===== config.mk =====
export PLATFORM = sky130hd
export DESIGN_NAME = fifo_unpack
export DESIGN_NICKNAME = d
export VERILOG_FILES = /design/src/rtl/fifo_unpack.sv
export SDC_FILE = /design/constraint.sdc
export NUM_CORES = 1
export LEC_CHECK = 0
export CAP_MARGIN = 25
export CORE_AREA = 2 2 105 81
export CTS_CLUSTER_SIZE = 20
export DETAILED_ROUTE_END_ITERATION = 7
export DIE_AREA = 0 0 107 83
export GPL_TIMING_DRIVEN = 0
export MAX_ROUTING_LAYER = met4
export PLACE_DENSITY = 0.63
export REMOVE_ABC_BUFFERS = 1
export SKIP_CTS_REPAIR_TIMING = 1
export SYNTH_ARGS = -nofsm -noshare
export SYNTH_HDL_FRONTEND = slang
export SYNTH_SLANG_ARGS = --single-unit

===== constraint.sdc =====
create_clock -name clk -period 2.8 [get_ports clk]
set_clock_uncertainty 0.05 [all_clocks]
set_input_delay 0.56 -clock clk [delete_from_list [all_inputs] [get_ports clk]]
set_output_delay 0.56 -clock clk [all_outputs]
set_load 0.01 [all_outputs]

===== src/rtl/fifo_unpack.sv =====
// fifo_unpack
//   Reads in_width-bit words from an upstream fifo_sc (fixed one-cycle read
//   latency) and delivers them downstream as in_width/out_width slices,
//   most significant slice first. A two-entry word buffer plus a one-deep
//   read-in-flight credit keeps one slice per cycle flowing while the
//   upstream fifo is non-empty and the consumer is ready.
//
// Ports
//   clk         clock, all state on the rising edge
//   rst         asynchronous reset, active-low
//   flush       synchronous discard of buffered and in-flight data
//   fifo_rd_en  read enable to the upstream fifo
//   fifo_dout   upstream read data, meaningful when fifo_valid=1
//   fifo_valid  upstream read acknowledge, one cycle after fifo_rd_en
//   fifo_empty  upstream empty flag
//   out_data    current slice (zero while out_valid=0)
//   out_valid   out_data holds a valid slice
//   out_ready   downstream accepts the slice when out_valid=1
//   words       number of words currently buffered (0..2)
module fifo_unpack #(
  parameter int in_width  = 32,
  parameter int out_width = 8
) (
  input  logic                 clk,
  input  logic                 rst,
  input  logic                 flush,
  output logic                 fifo_rd_en,
  input  logic [in_width-1:0]  fifo_dout,
  input  logic                 fifo_valid,
  input  logic                 fifo_empty,
  output logic [out_width-1:0] out_data,
  output logic                 out_valid,
  input  logic                 out_ready,
  output logic [1:0]           words
);

  localparam int N     = in_width / out_width;
  localparam int IDX_W = (N > 1) ? $clog2(N) : 1;
  localparam logic [IDX_W-1:0] LAST_IDX = IDX_W'(N - 1);

  if ((N < 2) || (N * out_width != in_width)) begin : g_param_check
    $error("fifo_unpack: in_width must be an integer multiple (>= 2) of out_width");
  end

  logic [in_width-1:0] word_buf [2];
  logic                head;
  logic [1:0]          count;
  logic                inflight;
  logic                drop;
  logic [IDX_W-1:0]    idx;

  logic [1:0] credit;
  logic [1:0] count_nxt;
  logic       wr_en;
  logic       pop;
  logic       pop_last;
  logic       tail;

  // Slice idx of a word, slice 0 being the most significant out_width bits.
  function automatic logic [out_width-1:0] slice_of(input logic [in_width-1:0] word,
                                                    input logic [IDX_W-1:0]    sel);
    logic [in_width-1:0] shifted;
    shifted = word << (int'(sel) * out_width);
    return shifted[in_width-1 -: out_width];
  endfunction

  // A read is only issued when the buffer can absorb it even if nothing is
  // popped meanwhile, so count can never exceed 2.
  assign credit     = count + {1'b0, inflight};
  assign fifo_rd_en = rst & ~flush & ~fifo_empty & (credit < 2'd2);

  // The count guard is unreachable under the credit rule; it only keeps a
  // misbehaving upstream from overwriting the head word.
  assign wr_en    = fifo_valid & ~drop & (count != 2'd2);
  assign out_valid = (count != 2'd0);
  assign pop      = out_valid & out_ready;
  assign pop_last = pop & (idx == LAST_IDX);

  // Tail is the entry after the buffered words: head when empty, the other
  // entry when one word is held.
  assign tail = head ^ count[0];

  assign out_data = out_valid ? slice_of(word_buf[head], idx) : '0;
  assign words    = count;

  always_comb begin
    count_nxt = count;
    case ({wr_en, pop_last})
      2'b10:   count_nxt = count + 2'd1;
      2'b01:   count_nxt = count - 2'd1;
      default: count_nxt = count;
    endcase
  end

  always_ff @(posedge clk or negedge rst) begin
    if (!rst) begin
      word_buf[0] <= '0;
      word_buf[1] <= '0;
      head        <= 1'b0;
      count       <= 2'd0;
      inflight    <= 1'b0;
      drop        <= 1'b0;
      idx         <= '0;
    end else if (flush) begin
      // A word still on its way back from the fifo must not land in the
      // freshly emptied buffer, hence drop follows the in-flight read.
      head     <= 1'b0;
      count    <= 2'd0;
      idx      <= '0;
      drop     <= inflight;
      inflight <= fifo_rd_en;
    end else begin
      inflight <= fifo_rd_en;
      drop     <= 1'b0;
      if (wr_en) begin
        word_buf[tail] <= fifo_dout;
      end
      if (pop) begin
        idx <= pop_last ? '0 : idx + 1'b1;
      end
      if (pop_last) begin
        head <= ~head;
      end
      count <= count_nxt;
    end
  end

endmodule


==> implementation parameters <==
Parameter                              Value

Final layout
  Post-route core utilization ... 56.2%
  Final design instance area without fill ... 4390 sq um
  Area taken by multi-input logic gates ... 1620 sq um
  Synthesis-to-layout area growth ... 27.1%
  Net count, final ... 336
  Antenna diode count ... 0
  Filler cells ... 634
  Sequential Area ... 1780 sq um
  Layout Cells excl Fill ... 407
  Layout cells sized above 1 ... 31.8%

Yosys
  Combined area of all synthesized cells ... 3450 sq um
  Number of different library cells in the post-synthesis netlist ... 33
  Avg Cell Area, Syn ... 14.0 sq um
  Sequential area share after synthesis ... 51.4%
  Total number of yosys warnings ... 0
  Number of synthesized register bits ... 71
  Post-synthesis instance total ... 247

Route
  Wirelength per Cell ... 17.3 microns
  Sum of routed wire length over all layers ... 7060 microns
  Number of routed nets with antenna violations ... 0
  First-iteration detailed-routing DRC count ... 68
  Remaining routing DRC violations ... 0
  Via count of the routed design ... 2178
  Vias per inst ... 5.35
  Pre-Repair DR Iteration Count ... 4

Pwr
  Fraction of power consumed by combinational cells ... 22.6%
  Cell-internal power ... 2.38 mW
  Sw frac ... 24.6%
  Max IR drop VDD ... 345 uV
  Clk network pwr share ... 31.9%
  NetSw ... 0.777 mW
  Power per Cell Area ... 720 nW/um^2
  Sequential share of power ... 45.6%
  PnR Total Power ... 3.16 mW
  Static Leak ... 1.92 nW

Global route
  Largest net degree at the start of global routing ... 57
  Overall global routing resource usage ... 17.5%
  Initial antenna violation count ... 0
  Global-route wire length before repair ... 11500 microns
  Vias in the first global route ... 2194
  Global route overflow ... 0

Die
  Number of ports placed on the die boundary ... 50
  Die Footprint ... 8880 sq um
  Core ar. ... 7810 sq um
  Starting density of the core ... 44.2%
  Die boundary width ... 107 microns
  Vertical die dimension ... 83 microns
  Total number of placement rows ... 28

Worst setup path
  R2r setup slk ... 0.66 ns
  Kind of end point of the critical path ... primary output
  Source of the critical timing path ... idx[0]
  Critical path peak fanout ... 8
  Startpoint of the lowest-slack register-to-register path ... words[0]
  Endpoint of the worst-slack reg-to-reg timing path ... word_buf[21]
  Worst Setup Start Kind ... flip-flop
  Arr. time, crit path ... 2.08 ns
  Endpoint required time on the critical path ... 2.19 ns
  Cell depth of the worst flop-to-flop path ... 4
  Worst setup path class ... reg2out

CTS
  Clock tree from TritonCTS ... yes
  CTS Root Buffer Type ... sky130_fd_sc_hd__clkbuf_8
  Maximum level of the CTS H-tree ... 3
  CTS Buffer Depth ... 2
  CTS sink cnt ... 71
  Clock slew at the register clock pins of the worst setup and hold paths ... 0.07 ns
  Number of CTS-inserted buffers ... 9
  Worst-skew pair later-pin latency ... 0.35 ns

Placed design
  Setup slack after placement ... -0.0716 ns
  Area of placed instances ... 4100 sq um
  Inst Count DP ... 390
  Port Buffer Count ... 49
  Gpl congestion ... 0.740
  Post-detailed-placement half-perimeter wirelength ... 4740 microns

Run status
  Status ... completed

STA
  Total negative slack ... 0 ns
  Final setup viols ... 0
  F_max ... 372 MHz
  Worst hold slack ... 0.0236 ns
  Setup slack after layout ... 0.110 ns
  Final max-slew violation count ... 0
  Slew at the pin with the worst max-slew slack ... 0.467 ns
  Worst max-slew margin expressed relative to the limit ... 68.9%
  Setup repair after global routing missed its margin ... no
  Post-layout minimum cycle time ... 2.69 ns
  Final number of hold-violating endpoints ... 0
  Final period utilization ... 96.1%

Run
  Number of maximum-capacitance constraint violations ... 0

Min path
  Path category of the worst min-delay check ... in2async
flip-flops by register name, summed over array words and instances (netlist names):
signal / flops
word_buf: 64
idx: 2
words: 2
drop: 1
head: 1
inflight: 1
worst max path at each step:
| stage | endpoint | slack [ns] |
|---|---|---|
| 6_report | out_data[4] | 0.11 |
| 5_1_grt | fifo_rd_en | 0.01 |
| 4_1_cts | out_data[4] | -0.20 |
| 3_5_place_dp | fifo_rd_en | -0.07 |
| 3_3_place_gp | fifo_rd_en | -2.37 |
| 2_1_floorplan | word_buf[32] | -0.07 |
critical path: stages (launching register included):
cell and delay [ns]:
sky130_fd_sc_hd__dfrtp_2 0.44, sky130_fd_sc_hd__buf_4 0.19, sky130_fd_sc_hd__mux2i_1 0.12, sky130_fd_sc_hd__a22oi_1 0.20, sky130_fd_sc_hd__and3_1 0.23, sky130_fd_sc_hd__clkdlybuf4s50_1 0.55
cells in the final DEF, fill, tap and decap left out, types with 2 or more instances in the layout:
master,count
sky130_fd_sc_hd__dfrtp_1,67
sky130_fd_sc_hd__clkdlybuf4s50_1,45
sky130_fd_sc_hd__mux2i_1,33
sky130_fd_sc_hd__mux2_2,32
sky130_fd_sc_hd__mux2_4,30
sky130_fd_sc_hd__a22oi_1,16
sky130_fd_sc_hd__clkbuf_8,10
sky130_fd_sc_hd__and3_1,8
sky130_fd_sc_hd__nand2_1,4
sky130_fd_sc_hd__dfrtp_2,4
sky130_fd_sc_hd__or3_1,3
sky130_fd_sc_hd__nand2b_1,3
sky130_fd_sc_hd__o21ai_0,3
sky130_fd_sc_hd__a21oi_1,3
sky130_fd_sc_hd__bufinv_16,3
sky130_fd_sc_hd__dlymetal6s2s_1,3
sky130_fd_sc_hd__nor2_1,2
sky130_fd_sc_hd__nor2b_4,2
sky130_fd_sc_hd__and2_1,2
sky130_fd_sc_hd__mux2_1,2
sky130_fd_sc_hd__nand3_1,2
sky130_fd_sc_hd__buf_4,2
sky130_fd_sc_hd__buf_12,2
sky130_fd_sc_hd__buf_16,2
layout make-up:
| type | instances | share of cell area [%] |
|---|---|---|
| clock inverter | 5 | 2.37 |
| sequential | 71 | 40.6 |
| tap | 105 | 2.99 |
| timing repair buffer | 55 | 14.0 |
| clock buffer | 11 | 3.22 |
| multi-input combinational | 159 | 36.8 |
| inverter | 1 | 0.0855 |
cell families (layout without fill, tap and decap cells):
kind of cell,after synthesis,count (layout),synth area share (%)
multiplexers,97,97,33.7
AND/OR/NAND/NOR,33,33,5.72
AO/OA/AOI/OAI,27,27,5.58
flip-flops,71,71,51.4
XOR/XNOR,1,1,0.254
adder cells (fa/ha/maj),1,1,0.362
buffers and inverters,17,72,2.97
synth_stat cells (all sizes together):
library cell   n  area share [%]
a211o          1            0.25
a211oi         1            0.36
a21o           1            0.22
a21oi          3            0.43
a22oi         16             3.5
a31oi          1            0.18
and2           3            0.54
and3           8             1.4
buf           11             2.3
clkbuf         5            0.54
dfrtp         71              51
ha             1            0.36
inv            1            0.11
mux2          64              24
mux2i         33             9.6
nand2          4            0.43
nand2b         3            0.54
nand3          2            0.29
nor2           3            0.33
nor2b          3            0.54
nor4b          1            0.25
nor4bb         1            0.29
o211ai         1            0.22
o21ai          3            0.43
or3            3            0.54
or3b           2            0.51
xnor2          1            0.25
power groups by stage:
| stage | sequential [mW] | clock, mW | combinational [mW] |
|---|---|---|---|
| CTS | 1.44 | 1.03 | 0.717 |
| global route | 1.47 | 1.08 | 0.778 |
| global placement | 1.46 | 0 | 0.667 |
| floorplan | 1.42 | 0 | 0.496 |
| detailed placement | 1.46 | 0 | 0.715 |
| finish | 1.44 | 1.01 | 0.713 |
routing by layer:
metal / wire (microns) / vias up / global-route usage [%] / part of all wire (%)
li1: - / 1003 / - / -
met1: 3480 / 1116 / 24.3 / 49
met2: 3190 / 48 / 24.7 / 45
met3: 314 / 11 / 5.73 / 4.5
met4: 68 / 0 / 4.25 / 0.96
met5: 0 / - / - / 0
No activity file was read; power rests on OpenSTA's default activity.
